[config.mk]
export PLATFORM = sky130hd
export DESIGN_NAME = mem_port_arbiter
export DESIGN_NICKNAME = d
export VERILOG_FILES = /design/src/rtl/mem_arb_pkg.sv /design/src/rtl/mem_arb_starve_ctr.sv /design/src/rtl/mem_port_arbiter.sv
export SDC_FILE = /design/constraint.sdc
export NUM_CORES = 1
export LEC_CHECK = 0
export ABC_AREA = 0
export BUFFER_PORTS_ARGS = -buffer_cell sky130_fd_sc_hd__buf_2
export CAP_MARGIN = 10
export CORE_AREA = 5 5 103 105
export CTS_CLUSTER_DIAMETER = 120
export CTS_CLUSTER_SIZE = 16
export DETAILED_ROUTE_END_ITERATION = 8
export DIE_AREA = 0 0 108 110
export PLACE_DENSITY = 0.66
export RECOVER_POWER = 50
export SYNTH_ARGS = -nofsm -noshare
export SYNTH_HDL_FRONTEND = slang
export SYNTH_SLANG_ARGS = --single-unit
export TNS_END_PERCENT = 20
[constraint.sdc]
create_clock -name clk -period 2.41 [get_ports clk]
set_input_delay 0.1205 -clock clk [delete_from_list [all_inputs] [get_ports clk]]
set_output_delay 0.1205 -clock clk [all_outputs]
set_load 0.005 [all_outputs]
[src/rtl/mem_arb_pkg.sv]
// rtl/mem_arb_pkg.sv - shared types, funct3 codes and alignment check for the memory port arbiter
//
// Contents:
//   F3_*          load/store size and sign codes, matching the core's funct3 encoding
//   arb_src_e     which requester owns an access (none / fetch / load-store)
//   mem_rsp_t     registered response: owner, misalignment flag, read data
//   is_misaligned true when the low address bits break the access size
package mem_arb_pkg;

    localparam logic [2:0] F3_LB  = 3'b000;
    localparam logic [2:0] F3_LH  = 3'b001;
    localparam logic [2:0] F3_LW  = 3'b010;
    localparam logic [2:0] F3_LBU = 3'b100;
    localparam logic [2:0] F3_LHU = 3'b101;
    localparam logic [2:0] F3_SB  = 3'b000;
    localparam logic [2:0] F3_SH  = 3'b001;
    localparam logic [2:0] F3_SW  = 3'b010;

    // Response data width; the arbiter's DWIDTH must match it.
    localparam int RSP_DWIDTH = 32;

    typedef enum logic [1:0] {
        SRC_NONE = 2'd0,
        SRC_IF   = 2'd1,
        SRC_LS   = 2'd2
    } arb_src_e;

    typedef struct packed {
        arb_src_e                src;
        logic                    err;
        logic [RSP_DWIDTH-1:0]   data;
    } mem_rsp_t;

    // Only the two low address bits matter; funct3[1:0] is the log2 access size.
    function automatic logic is_misaligned(input logic [1:0] addr_lo, input logic [2:0] funct3);
        case (funct3[1:0])
            2'b10:   return (addr_lo != 2'b00);
            2'b01:   return addr_lo[0];
            default: return 1'b0;
        endcase
    endfunction

endpackage

[src/rtl/mem_arb_starve_ctr.sv]
// rtl/mem_arb_starve_ctr.sv - saturating count of consecutive denied fetch cycles
//
// Ports:
//   clk, rst     clock, synchronous active-high reset
//   inc_i        fetch requested and was denied this cycle
//   clr_i        fetch was granted or not requesting; restart the count
//   at_limit_o   count has reached LIMIT, fetch must win the next contest
module mem_arb_starve_ctr #(
    parameter int LIMIT = 4
) (
    input  logic clk,
    input  logic rst,
    input  logic inc_i,
    input  logic clr_i,
    output logic at_limit_o
);

    logic [3:0] cnt_q;
    logic [3:0] cnt_d;

    always_comb begin
        cnt_d = cnt_q;
        if (clr_i) begin
            cnt_d = 4'd0;
        end else if (inc_i && (cnt_q != 4'(LIMIT))) begin
            cnt_d = cnt_q + 4'd1;
        end
    end

    always_ff @(posedge clk) begin
        if (rst) begin
            cnt_q <= 4'd0;
        end else begin
            cnt_q <= cnt_d;
        end
    end

    assign at_limit_o = (cnt_q == 4'(LIMIT));

endmodule

[src/rtl/mem_port_arbiter.sv]
// rtl/mem_port_arbiter.sv - single-port memory arbiter between instruction fetch and load/store
//
// Ports:
//   clk, rst                      clock, synchronous active-high reset
//   if_req_i/if_addr_i            fetch request (always a word load)
//   if_gnt_o                      fetch accepted this cycle
//   if_rvalid_o/if_rdata_o/if_err_o   fetch response, one cycle after grant
//   ls_req_i/ls_we_i/ls_addr_i/ls_wdata_i/ls_funct3_i   load/store request
//   ls_gnt_o                      load/store accepted this cycle
//   ls_rvalid_o/ls_rdata_o/ls_err_o   load/store response, one cycle after grant
//   mem_*_o                       address, write data, enables and funct3 to the memory
//   mem_data_i                    combinational read data from the memory
module mem_port_arbiter
    import mem_arb_pkg::*;
#(
    parameter int AWIDTH       = 32,
    parameter int DWIDTH       = 32,
    parameter int STARVE_LIMIT = 4
) (
    input  logic              clk,
    input  logic              rst,
    input  logic              if_req_i,
    input  logic [AWIDTH-1:0] if_addr_i,
    output logic              if_gnt_o,
    output logic              if_rvalid_o,
    output logic [DWIDTH-1:0] if_rdata_o,
    output logic              if_err_o,
    input  logic              ls_req_i,
    input  logic              ls_we_i,
    input  logic [AWIDTH-1:0] ls_addr_i,
    input  logic [DWIDTH-1:0] ls_wdata_i,
    input  logic [2:0]        ls_funct3_i,
    output logic              ls_gnt_o,
    output logic              ls_rvalid_o,
    output logic [DWIDTH-1:0] ls_rdata_o,
    output logic              ls_err_o,
    output logic [AWIDTH-1:0] mem_addr_o,
    output logic [DWIDTH-1:0] mem_data_o,
    output logic              mem_read_en_o,
    output logic              mem_write_en_o,
    output logic [2:0]        mem_funct3_o,
    input  logic [DWIDTH-1:0] mem_data_i
);

    logic     at_limit;
    logic     if_win;
    logic     ls_win;
    logic     if_mis;
    logic     ls_mis;
    mem_rsp_t rsp_q;
    mem_rsp_t rsp_d;

    // Load/store normally wins; fetch takes over once it has been starved long enough.
    assign if_win = !rst && if_req_i && (!ls_req_i || at_limit);
    assign ls_win = !rst && ls_req_i && !if_win;

    assign if_gnt_o = if_win;
    assign ls_gnt_o = ls_win;

    assign if_mis = is_misaligned(if_addr_i[1:0], F3_LW);
    assign ls_mis = is_misaligned(ls_addr_i[1:0], ls_funct3_i);

    mem_arb_starve_ctr #(
        .LIMIT(STARVE_LIMIT)
    ) u_starve_ctr (
        .clk       (clk),
        .rst       (rst),
        .inc_i     (if_req_i && !if_win),
        .clr_i     (!if_req_i || if_win),
        .at_limit_o(at_limit)
    );

    // A misaligned grant is consumed here: the memory sees an idle cycle.
    always_comb begin
        mem_addr_o     = '0;
        mem_data_o     = '0;
        mem_read_en_o  = 1'b0;
        mem_write_en_o = 1'b0;
        mem_funct3_o   = 3'b000;
        if (if_win && !if_mis) begin
            mem_addr_o    = if_addr_i;
            mem_funct3_o  = F3_LW;
            mem_read_en_o = 1'b1;
        end else if (ls_win && !ls_mis) begin
            mem_addr_o     = ls_addr_i;
            mem_funct3_o   = ls_funct3_i;
            mem_read_en_o  = !ls_we_i;
            mem_write_en_o = ls_we_i;
            mem_data_o     = ls_we_i ? ls_wdata_i : '0;
        end
    end

    always_comb begin
        rsp_d = '0;
        if (if_win) begin
            rsp_d.src = SRC_IF;
            rsp_d.err = if_mis;
        end else if (ls_win) begin
            rsp_d.src = SRC_LS;
            rsp_d.err = ls_mis;
        end
        // mem_read_en_o already excludes stores, misaligned and idle cycles.
        if (mem_read_en_o) begin
            rsp_d.data = mem_data_i;
        end
    end

    always_ff @(posedge clk) begin
        if (rst) begin
            rsp_q <= '0;
        end else begin
            rsp_q <= rsp_d;
        end
    end

    assign if_rvalid_o = (rsp_q.src == SRC_IF);
    assign if_err_o    = if_rvalid_o && rsp_q.err;
    assign if_rdata_o  = if_rvalid_o ? rsp_q.data : '0;
    assign ls_rvalid_o = (rsp_q.src == SRC_LS);
    assign ls_err_o    = ls_rvalid_o && rsp_q.err;
    assign ls_rdata_o  = ls_rvalid_o ? rsp_q.data : '0;

endmodule

# After elaboration in Yosys (flattened, before gate mapping)
# Index checks and enable logic that the tools add are counted.
# word_totals
rom_bits,0
ram_bits,0
n_memories,0
out_inout_bits,139
word_cells,53
latchBits,0
regBits,39
# op_classes
eq_ne,6
magnitude_cmp,0
n_addsub,1
n_bitwise,1
n_reduce_logical,24
div,0
n_mux,16
shift,0
multipliers,0
# op_table
op,n
32-bit two-way mux,7
1-bit logical AND,10
3-bit two-way mux,3
1-bit zero test,7
2-bit OR reduction,3
"4-bit by 1-bit adder with 4-bit output, second input constant",1
"2-bit by 1-bit == test with 1-bit output, second input constant",2
"2-bit == test, second input constant",2
"4-bit by 3-bit == test with 1-bit output, second input constant",1
1-bit two-way mux,4
"4-bit by 3-bit inequality test with 1-bit output, second input constant",1
2-bit nonzero test,2
1-bit logical OR,2
2-bit two-way mux,1
1-bit one-hot mux with 2 select lines,1
1-bit NOT,1

# Depth between registers and ports, before layout
# Gate-level depths: netlist of run 1.
# logic_depth
depth_word,10
mapped_depth,8

# By module
# From an unflattened synthesis of run 1, not the netlist that was laid out.
# hier_totals
cells_unflattened,460
hier_area_um2,3688.5
# by_module_without_submodules
mod,area_each_um2,n_inst,cells_per_inst
mem_port_arbiter,3459.6,1,435
mem_arb_starve_ctr,229.0,1,25

# Worst setup path before layout of run 1
# OpenSTA, ideal clock, no wires.
# synth_timing
path_type,register to output
start,reg u_starve_ctr.cnt_q[0]
end,out mem_addr_o[10]
required_time_ns,2.289
setup_slack_ns,0.595
arrival_time_ns,1.694
stages_incl_launch_ff,9
path_cell_list,dfxtp_1 -> inv_1 -> ha_1 -> and3b_1 -> a21oi_1 -> and2b_1 -> buf_4 -> buf_4 -> a22o_1
# synth_between
elab_chain_len,8
# synth_lines
item,line_no,text
start: declaration,mem_arb_starve_ctr.sv:18,logic [3:0] cnt_q;
start signal: assignment,mem_arb_starve_ctr.sv:34,cnt_q <= cnt_d;
4-bit by 3-bit == test with 1-bit output,mem_arb_starve_ctr.sv:38,assign at_limit_o = (cnt_q == 4'(LIMIT));
1-bit logical OR,mem_port_arbiter.sv:54,assign if_win = !rst && if_req_i && (!ls_req_i || at_limit);
1-bit logical AND,mem_port_arbiter.sv:54,
1-bit zero test,mem_port_arbiter.sv:55,assign ls_win = !rst && ls_req_i && !if_win;
1-bit logical AND,mem_port_arbiter.sv:55,
net ls_gnt_o,mem_port_arbiter.sv:33,"output logic ls_gnt_o,"
1-bit logical AND,mem_port_arbiter.sv:84,end else if (ls_win && !ls_mis) begin
32-bit two-way mux,mem_port_arbiter.sv:84,
32-bit two-way mux,mem_port_arbiter.sv:80,if (if_win && !if_mis) begin
end: declaration,mem_port_arbiter.sv:37,"output logic [AWIDTH-1:0] mem_addr_o,"
# The timed path passes the listed nets, and every way through them passes these cells.

# Final worst setup path of run 1
# layout_timing
start,reg u_starve_ctr.cnt_q[0]
end,out mem_data_o[14]
# layout_between
elab_chain_len,8
# layout_lines
item,line_no,text
4-bit by 3-bit == test with 1-bit output *,mem_arb_starve_ctr.sv:38,
1-bit logical OR *,mem_port_arbiter.sv:54,
1-bit logical AND *,mem_port_arbiter.sv:54,
1-bit zero test,mem_port_arbiter.sv:55,
1-bit logical AND,mem_port_arbiter.sv:55,
1-bit logical AND,mem_port_arbiter.sv:84,
32-bit two-way mux,mem_port_arbiter.sv:84,
32-bit two-way mux *,mem_port_arbiter.sv:80,
end: declaration,mem_port_arbiter.sv:38,"output logic [DWIDTH-1:0] mem_data_o,"
# Every way passes the cells marked *; elsewhere a longest branch is shown, timed or not.

==> metrics, run 1 <==
Post-Route WL 9.493 mm; CP arrival 2.14 ns; clk_lat worst skew around 0.28 ns; leak pwr 0.002265 uW; startpoint types register; worst hold path type primary input to register; via count of the first global-routing pass 2803; sequential cell fraction of total power 47.8%; switching share of power 26.24%; share of layout cells above drive strength 1 50.38%; fin crit period 2.259 ns; # IOs 275; sequential fraction of the synthesis area 34.40%; post-CTS setup buffers 0; Mapped Cells 266; Initial Utilization between 20% and 30%; distinct cell type count after synthesis 27; Die ar. ~12000 sq um; commonest non-fill, non-tap cell in the layout buf_2; CTS tree done; Slew headroom 64.10%; TritonCTS Buffers 5; initial antenna violation count 0; flops & latches, synth 39; final hold vios 0; hold_buf cts 0; Setup Skew 0.004006 ns; Crit Path Max Fanout 34; Clock Path Buffers 2; Yosys warning total 0; first-pass GRT wire length 13.37 mm; Yosys top cell area share 34.40%; Final nets 671; Site Rows 36; r2r worst-path depth 7; dpl cells between 600 and 700; Post-DP Area ~3800 sq um; storage element area 780.7 sq um; Setup Viol. Count Final 0; Root Buffer clkbuf_8; RD Place Congestion 0.7925; clock slew at reported path FFs 0.08 ns; Comb power frac 22.2%; worst vdd ir between 150 and 200 uV; Internal ~1000 uW; Via Count between 2000 and 3000; r2r setup slk 0.51 ns; Fillers 995; H-tree Lvls 2; Post-Syn Area per Cell about 8.5 sq um; Synthesized Nets slightly above 400; Final Cell Area 3830 sq um; required time of the critical path 2.29 ns; Critical Path End Type primary output; die width 108 um; Via density 4.289; critical path class register to primary output; TNS Setup 0 ns; synthesized area 2270 sq um; reg2reg start u_starve_ctr.cnt_q[0]; gr ovfl total 0; routed len/inst 14.28 um; post_cts resized 0; drt drc 0; largest net degree at the start of global routing 69; Least-Margin Pin Slew 0.5385 ns; RSZ-0062 raised after global routing no; First DRT Iteration DRCs 119; Hold Path Depth 2; Power Dens Cells 369.2 nW/um^2; start point of the critical path u_starve_ctr.cnt_q[0]; Detailed Routing Iterations Pass 1 4; most frequent cells in the layout buf_2 (251), and2_1 (83), dfxtp_1 (39); Post-Layout Cell Count 665; outcome finished, final reports clean; clock sinks 39; reg-to-reg critical path endpoint rsp_q[31]; Hold Crit Start mem_data_i[20]; max-slew violation count 0; Max-Cap Viols 0; hold path endpoint rsp_q[20]; Total Routing Usage GR 13.98%; placeable core area 9549 sq um; input/output buffers 274; Clk pwr share a little under a third; Multi-input gate area 1363 sq um; Tot Pwr 1414 uW; largest area contributor in the synthesized netlist dfxtp_1; fmax 442.6 MHz; Routed Antenna Nets 0; Die Y 110 um; Final Cycle Share between 90% and 100%; Synth area leaders dfxtp_1 (34%), and2_1 (28%), a22o_1 (12%), and3_1 (8.8%), clkbuf_1 (2.5%); Layout area overhead 68.74%; Switch Pwr 371.0 uW; n_diodes 0; DP HPWL 7.765 mm
-- worst max-delay path by stage --
stage                                 to  slack [ns]  cells after the start
final                     mem_data_o[14]        0.15                      8
after global routing      mem_addr_o[13]       0.007                      7
after CTS                 mem_addr_o[13]        0.11                      8
after detailed placement  mem_data_o[25]        0.44                      8
after global placement    mem_addr_o[26]        0.50                      7
after floorplan           mem_addr_o[10]        0.60                      8
-- power by group through the flow --
stage	Sequential (uW)	Clock, uW	Combinational (uW)
2_1_floorplan	687	0	125
3_3_place_gp	690	0	307
3_5_place_dp	691	0	312
4_1_cts	676	458	314
5_1_grt	679	471	350
6_report	676	424	314
-- critical path, stage by stage, from the launching register on --
cell and delay [ns]:
dfxtp_1 0.38, inv_1 0.06, ha_1 0.21, and3b_1 0.21, a21oi_1 0.24, and2b_2 0.24
clkbuf_16 0.21, and3_1 0.17, buf_2 0.11
-- metal layers --
metal  GRT usage, %  share of wire (%)  up-vias
met5              0                  0        -
met4          3.246                1.0        0
met3          3.262                9.4        8
met2          27.04                 53      154
met1          15.42                 36     1269
li1               -                  -     1421
-- cell type report --
type                            instances  area share (%)
Tap cell                              133           4.345
Multi-Input combinational cell        199           35.58
Sequential cell                        39           20.39
Clock buffer                            6           1.895
Clock inverter                          2          0.3267
Inverter                                6          0.5880
Timing Repair Buffer                  280           36.88
-- cell usage after synthesis (all sizes together) --
cell type / count
a211o: 1
a211oi: 2
and3: 32
nand2: 2
dfxtp: 39
a21o: 1
inv: 6
nor3: 1
a2111oi: 1
or2: 1
nand2b: 1
and2: 103
a22o: 31
buf: 7
clkbuf: 15
o21ai: 1
nand3b: 1
nor2: 5
ha: 4
and3b: 1
o21bai: 1
and2b: 1
nor2b: 2
xnor2: 1
nand3: 2
a21oi: 4
-- sequential cells by signal, summed over array words and instances, names as in the netlist --
register            cells
u_starve_ctr.cnt_q      4
rsp_q                  35
-- cell families (layout without fill, tap and decap cells) --
kind of cell,Yosys count,count (layout),synth area share (%)
AOI/OAI and AO/OA,42,42,16.15
xor gates and xnor gates,1,1,0.3860
buffers and inverters,28,294,5.677
and+or+nand+nor,152,152,41.18
DFF,39,39,34.40
adders and majority gates,4,4,2.205
-- through the flow --
step / hold slack, ns / worst slack [ns] / utilization [%]
2_1_floorplan: 0.1933 / 0.5951 / -
3_3_place_gp: 0.3220 / 0.4990 / 39.35
3_5_place_dp: 0.3238 / 0.4410 / 39.35
4_1_cts: 0.01941 / 0.1059 / 40.24
5_1_grt: 0.02152 / 0.007060 / 40.11
6_report: 0.03299 / 0.1508 / 40.11
Note: power is estimated with default switching activity, not from simulation.
==> inputs of run 2 (changes only) <==
Settings changed: PLACE_DENSITY 0.66 to 0.73.
==> run 2 against run 1 <==
Net effect: worst hold slack improved by 0.00060 ns; core utilization grew 0.066 points; combinational power grew 2%; clock power hardly changed; sequential power barely moved; die area is the same; global-route usage rose by 1.1 points; flip-flop and latch count unchanged; total power increased by 0.51%; routed wire length grew 6.2%; via count up 2.6%; fmax increased by 0.16%; critical path type unchanged; highest routed layer unchanged.
==> metrics, run 2 (synthesis results as in run 1) <==
Post-Route WL 10.08 mm; Final nets 673; Least-Margin Pin Slew 0.5201 ns; Via density 4.393; Critical Path End Type primary output; final hold vios 0; Max-Cap Viols 0; initial antenna violation count 0; leak pwr approximately 0.0023 uW; r2r setup slk 0.54 ns; n_diodes 0; Clock Path Buffers 2; dpl cells 656; required time of the critical path 2.29 ns; input/output buffers 274; clock sinks 39; commonest non-fill, non-tap cell in the layout buf_2; Detailed Routing Iterations Pass 1 4; startpoint types register; # IOs 275; via count of the first global-routing pass 3028; Site Rows 36; First DRT Iteration DRCs 103; RSZ-0062 raised after global routing yes; outcome finished, final reports clean; Reg with most FFs rsp_q; share of layout cells above drive strength 1 50.47%; Layout area overhead 69.02%; Via Count 2926; max reg flops 35; CP endpoint mem_addr_o[11]; fin crit period roughly 2.3 ns; busiest grt layer met2; gr ovfl total 0; Setup Skew 0.003235 ns; clk_lat worst skew 0.28 ns; Post-Layout Cell Count 666; critical path class register to primary output; Die Y 110 um; die width between 100 and 150 um; reg-to-reg critical path endpoint rsp_q[21]; CP arrival about 2.1 ns; met3 usage 4.368%; Final Util between 40% and 50%; CTS tree done; Hold Worst Slack ~0.034 ns; start point of the critical path u_starve_ctr.cnt_q[0]; Tot Pwr 1421 uW; routed len/inst between 15 and 20 um; Crit Path Max Fanout 31; reg2reg start u_starve_ctr.cnt_q[0]; placeable core area 9549 sq um; GR met1 Demand/Resource between 10% and 20%; largest net degree at the start of global routing 35; Power Dens Cells 370.5 nW/um^2; Die ar. 11880 sq um; DP HPWL about 8 mm; first-pass GRT wire length 14.12 mm; worst hold path type primary input to register; Routed Antenna Nets 0; Fillers around 990; Initial Utilization 23.77%; Post-DP Area 3745 sq um; clock slew at reported path FFs 0.07 ns; most frequent cells in the layout buf_2 (248), and2_1 (83), dfxtp_1 (39); Root Buffer clkbuf_8; Final Cell Area around 3800 sq um; Final Cycle Share 93.60%; worst vdd ir 202.3 uV; max-slew violation count 0; RD Place Congestion 0.8245; H-tree Lvls 2; drt drc 0; TritonCTS Buffers 5; Slew headroom about two thirds; fmax 443.3 MHz; Setup Viol. Count Final 0; Total Routing Usage GR approximately 15%; met2 usage 29.71%; Regs by FF count rsp_q: 35 flops, u_starve_ctr.cnt_q: 4 flops; r2r worst-path depth 7
## run 2: cell count changes in the layout (fill, tap and decap cells not counted), sizes merged
| cell | delta |
|---|---|
| clkbuf | +3 |
| clkinvlp | -1 |
| and2b | +3 |
| buf | -4 |
## run 2: metal layers
layer  wire length, um  part of all wire (%)
met5                 0                     0
met4               148                   1.5
met3               961                   9.5
met2              5382                    53
met1              3591                    36
## run 2: what timing repair did
action	4_1_cts	5_1_grt
endpoints found under the hold margin	0	0
setup buffers	0	0
cloned	1	2
resized for setup	4	5
endpoints found under the setup margin	68	68
hold buffers	0	0
## run 2: metrics by stage
step	TNS (ns)	setup slack [ns]
after floorplan	0	0.5951
after global placement	0	0.08016
after detailed placement	-1.240	-0.06200
after CTS	0	0.06773
after global routing	-0.01525	-0.004682
final	0	0.1543
## run 2: critical path, cell delays in order (launching register included)
cell and delay [ns]:
dfxtp_1 0.34, inv_1 0.07, ha_1 0.19, nand3b_1 0.20, a2111oi_4 0.40, buf_4 0.35, a22o_1 0.19, buf_2 0.11
## run 2: worst min path at each step
stage | startpoint | cells past startpoint | endpoint | slack (ns)
final | mem_data_i[10] | 2 | rsp_q[10] | 0.03
after global routing | mem_data_i[10] | 2 | rsp_q[10] | 0.03
after CTS | mem_data_i[10] | 2 | rsp_q[10] | 0.02
after detailed placement | mem_data_i[10] | 2 | rsp_q[10] | 0.32
after global placement | mem_data_i[15] | 2 | rsp_q[15] | 0.32
after floorplan | rst | 1 | rsp_q[33] | 0.19
## run 2: layout make-up
| type | count | area, sq um | share of cell area (%) |
|---|---|---|---|
| multi-input combinational | 202 | 1406 | 36.66 |
| timing repair buffer | 279 | 1373 | 35.78 |
| sequential | 39 | 780.7 | 20.35 |
| tap | 133 | 166.4 | 4.338 |
| clock buffer | 6 | 82.58 | 2.153 |
| inverter | 6 | 22.52 | 0.5871 |
| clock inverter | 1 | 5.005 | 0.1305 |
## run 2: report_power, final
group          internal [uW]  switching [uW]  total (uW)
Sequential               667            9.33         676
Combinational            174             147         321
Clock                    224             200         424
==> inputs of run 3 (changes only) <==
Settings changed: ABC_AREA 0 to 1, CORE_AREA 5 5 103 105 to 5 5 102 104, DIE_AREA 0 0 108 110 to 0 0 107 109, PLACE_DENSITY 0.73 to 0.78.
==> run 3 against run 2 <==
Net effect: clock skew grew 0.00089 ns; area after synthesis up 15%; core utilization rose by 3.2 points; final cell count increased by 24%; largest cell class is now buffers; highest routed layer is now met5.
==> metrics, run 3 <==
outcome finished, final reports clean; Power Dens Cells between 300 and 400 nW/um^2; Setup Viol. Count Final 0; Synthesized Nets a little under 600; CP arrival between 1.5 and 2 ns; most frequent cells in the layout buf_2 (224), inv_1 (114), nor2_1 (99); Tot Pwr 1568 uW; die width 107 um; Die Y 109 um; Primary FF master, synth dfxtp_1; startpoint types register; Critical Path End Type primary output; commonest non-fill, non-tap cell in the layout buf_2; synthesized area 2618 sq um; Site Rows 36; critical path class register to primary output; required time of the critical path roughly 2.3 ns; Synth area leaders dfxtp_1 (30%), inv_1 (16%), nor2_1 (14%), a21oi_1 (6.5%), nand2_1 (6.3%); Post-Route WL 10.03 mm; Reg with most FFs rsp_q; Yosys warning total 0; max-slew violation count 0; worst hold path type primary input to register; Fillers about 1000; final hold vios 0; storage element area 780.7 sq um; Crit Path Max Fanout 33; Via density 4.255; Mapped Cells 452; CTS tree done; Post-DP Area 4044 sq um; Yosys top cell area share 29.83%; RSZ-0062 raised after global routing no; Regs by FF count rsp_q: 35 flops, u_starve_ctr.cnt_q: 4 flops; Die ar. between 10000 and 15000 sq um; RD Place Congestion ~0.85; Clock Path Buffers 2; Crit path top cell by count nand3_1; clock sinks 39; n_diodes 0; post-CTS setup buffers 0; Initial Utilization 27.67%; top cells by count, synth inv_1 (114), nor2_1 (100), nand2_1 (44); largest net degree at the start of global routing 69; first-pass GRT wire length 15.31 mm; Final Cycle Share 87.43%; max reg flops 35; initial antenna violation count 1; routed len/inst 12.14 um; Total Routing Usage GR 16.11%; Routed Antenna Nets 0; Setup Skew 0.004121 ns; Via Count 3515; Least-Margin Pin Slew 0.9338 ns; placeable core area between 9000 and 10000 sq um; critical path buffer and inverter count 3; TritonCTS Buffers 5; share of layout cells above drive strength 1 38.62%; crit path cell chain inv_1 -> ha_1 -> nand3_1 -> nand2_1 -> nand2_4 -> inv_2 -> nand3_1 -> o21ai_0 -> buf_2; H-tree Lvls 2; fin crit period 2.107 ns; Post-synth ARST share 0%; # IOs 275; Layout area overhead 56.84%; Final Util between 40 and 50%; clk_lat worst skew around 0.28 ns; clock slew at reported path FFs 0.08 ns; drt drc 0; Slew headroom 37.68%; gr ovfl total 0; hold_buf cts 0; Worst path top cell family by delay buffers and inverters; CP max-delay cell inv_2; sequential fraction of the synthesis area just under 30%; Multi-input gate area 1239 sq um; Post-Syn Area per Cell 5.791 sq um; DP HPWL ~8.3 mm; worst vdd ir 208.8 uV; Final nets 851; fmax about 470 MHz; top-count cell post-synth inv_1; input/output buffers 274; post_cts resized 0; leak pwr 0.002423 uW; Max-Cap Viols 0; largest area contributor in the synthesized netlist dfxtp_1; Detailed Routing Iterations Pass 1 5; distinct cell type count after synthesis 24; Root Buffer clkbuf_8; crit-path max cell delay between 0.3 and 0.4 ns; EDFF count, synth 0; Final Cell Area 4105 sq um; First DRT Iteration DRCs ~170; TNS Setup 0 ns; via count of the first global-routing pass 3194; flops & latches, synth 39
[run 3: cell types whose count changed in the layout (fill, tap and decap cells not counted), moves of 17 or more]
cell      previous run  this run
inv_1                6       114
nor2_1               5        99
and3_1              32         0
buf_2              248       224
a22o_1              31         0
and2_0              20         0
nand2_1              2        45
o21ai_0              1        26
clkbuf_2             3        20
a21oi_1              3        34
nand3_1              2        34
and2_1              83         0
[run 3: stage by stage]
step | setup WS [ns] | hold slack [ns] | instances
2_1_floorplan | 0.9540 | 0.2297 | 452
3_3_place_gp | 0.6754 | 0.3340 | 818
3_5_place_dp | 0.6511 | 0.3363 | 818
4_1_cts | 0.3257 | 0.02250 | 826
5_1_grt | 0.06519 | 0.01738 | 826
6_report | 0.3030 | 0.03507 | 826
[run 3: worst paths after layout]
| check | startpoint | end | slack (ns) | depth (start not counted) |
|---|---|---|---|---|
| hold reg to reg | u_starve_ctr.cnt_q[3] | u_starve_ctr.cnt_q[3] | 0.48 | 2 |
| setup / recovery | u_starve_ctr.cnt_q[0] | mem_addr_o[3] | 0.30 | 9 |
| hold / removal | mem_data_i[22] | rsp_q[22] | 0.04 | 3 |
| setup reg to reg | u_starve_ctr.cnt_q[0] | rsp_q[12] | 0.80 | 8 |
[run 3: where the power goes]
group          leakage [uW]  internal, uW  total (uW)  switching, uW
Combinational       0.00205           164         358            194
Sequential         0.000318           666         672           6.35
Clock             0.0000581           308         538            229
Total               0.00242          1140        1570            430
[run 3: cell type report]
cell class / instances / share of cell area [%]
sequential: 39 / 19.02
clock inverter: 3 / 1.067
multi-input combinational: 269 / 30.17
timing repair buffer: 281 / 34.07
inverter: 115 / 10.52
tap: 114 / 3.475
clock buffer: 5 / 1.676
[run 3: cell families (layout without fill, tap and decap cells)]
group	Yosys count	count (layout)	synth area share, %
flops	39	39	29.83
xor+xnor	1	1	0.3347
buf+inv	144	404	22.42
fa+ha+maj	4	4	1.912
simple gates	196	196	32.36
compound gates	68	68	13.15
[run 3: metal layers]
metal	track usage, %	vias up	share of wire (%)
li1	-	1843	-
met1	18.10	1482	39
met2	30.44	176	51
met3	4.204	12	8.7
met4	3.653	2	1.0
met5	0	-	0.13
[run 3: worst reg2reg max path: stages, from the launching register on]
cell	delay (ns)
dfxtp_1	0.34
inv_1	0.08
ha_1	0.17
nand3_1	0.11
nand2_1	0.15
nand2_4	0.10
nand4_1	0.09
buf_4	0.32
a21oi_1	0.14
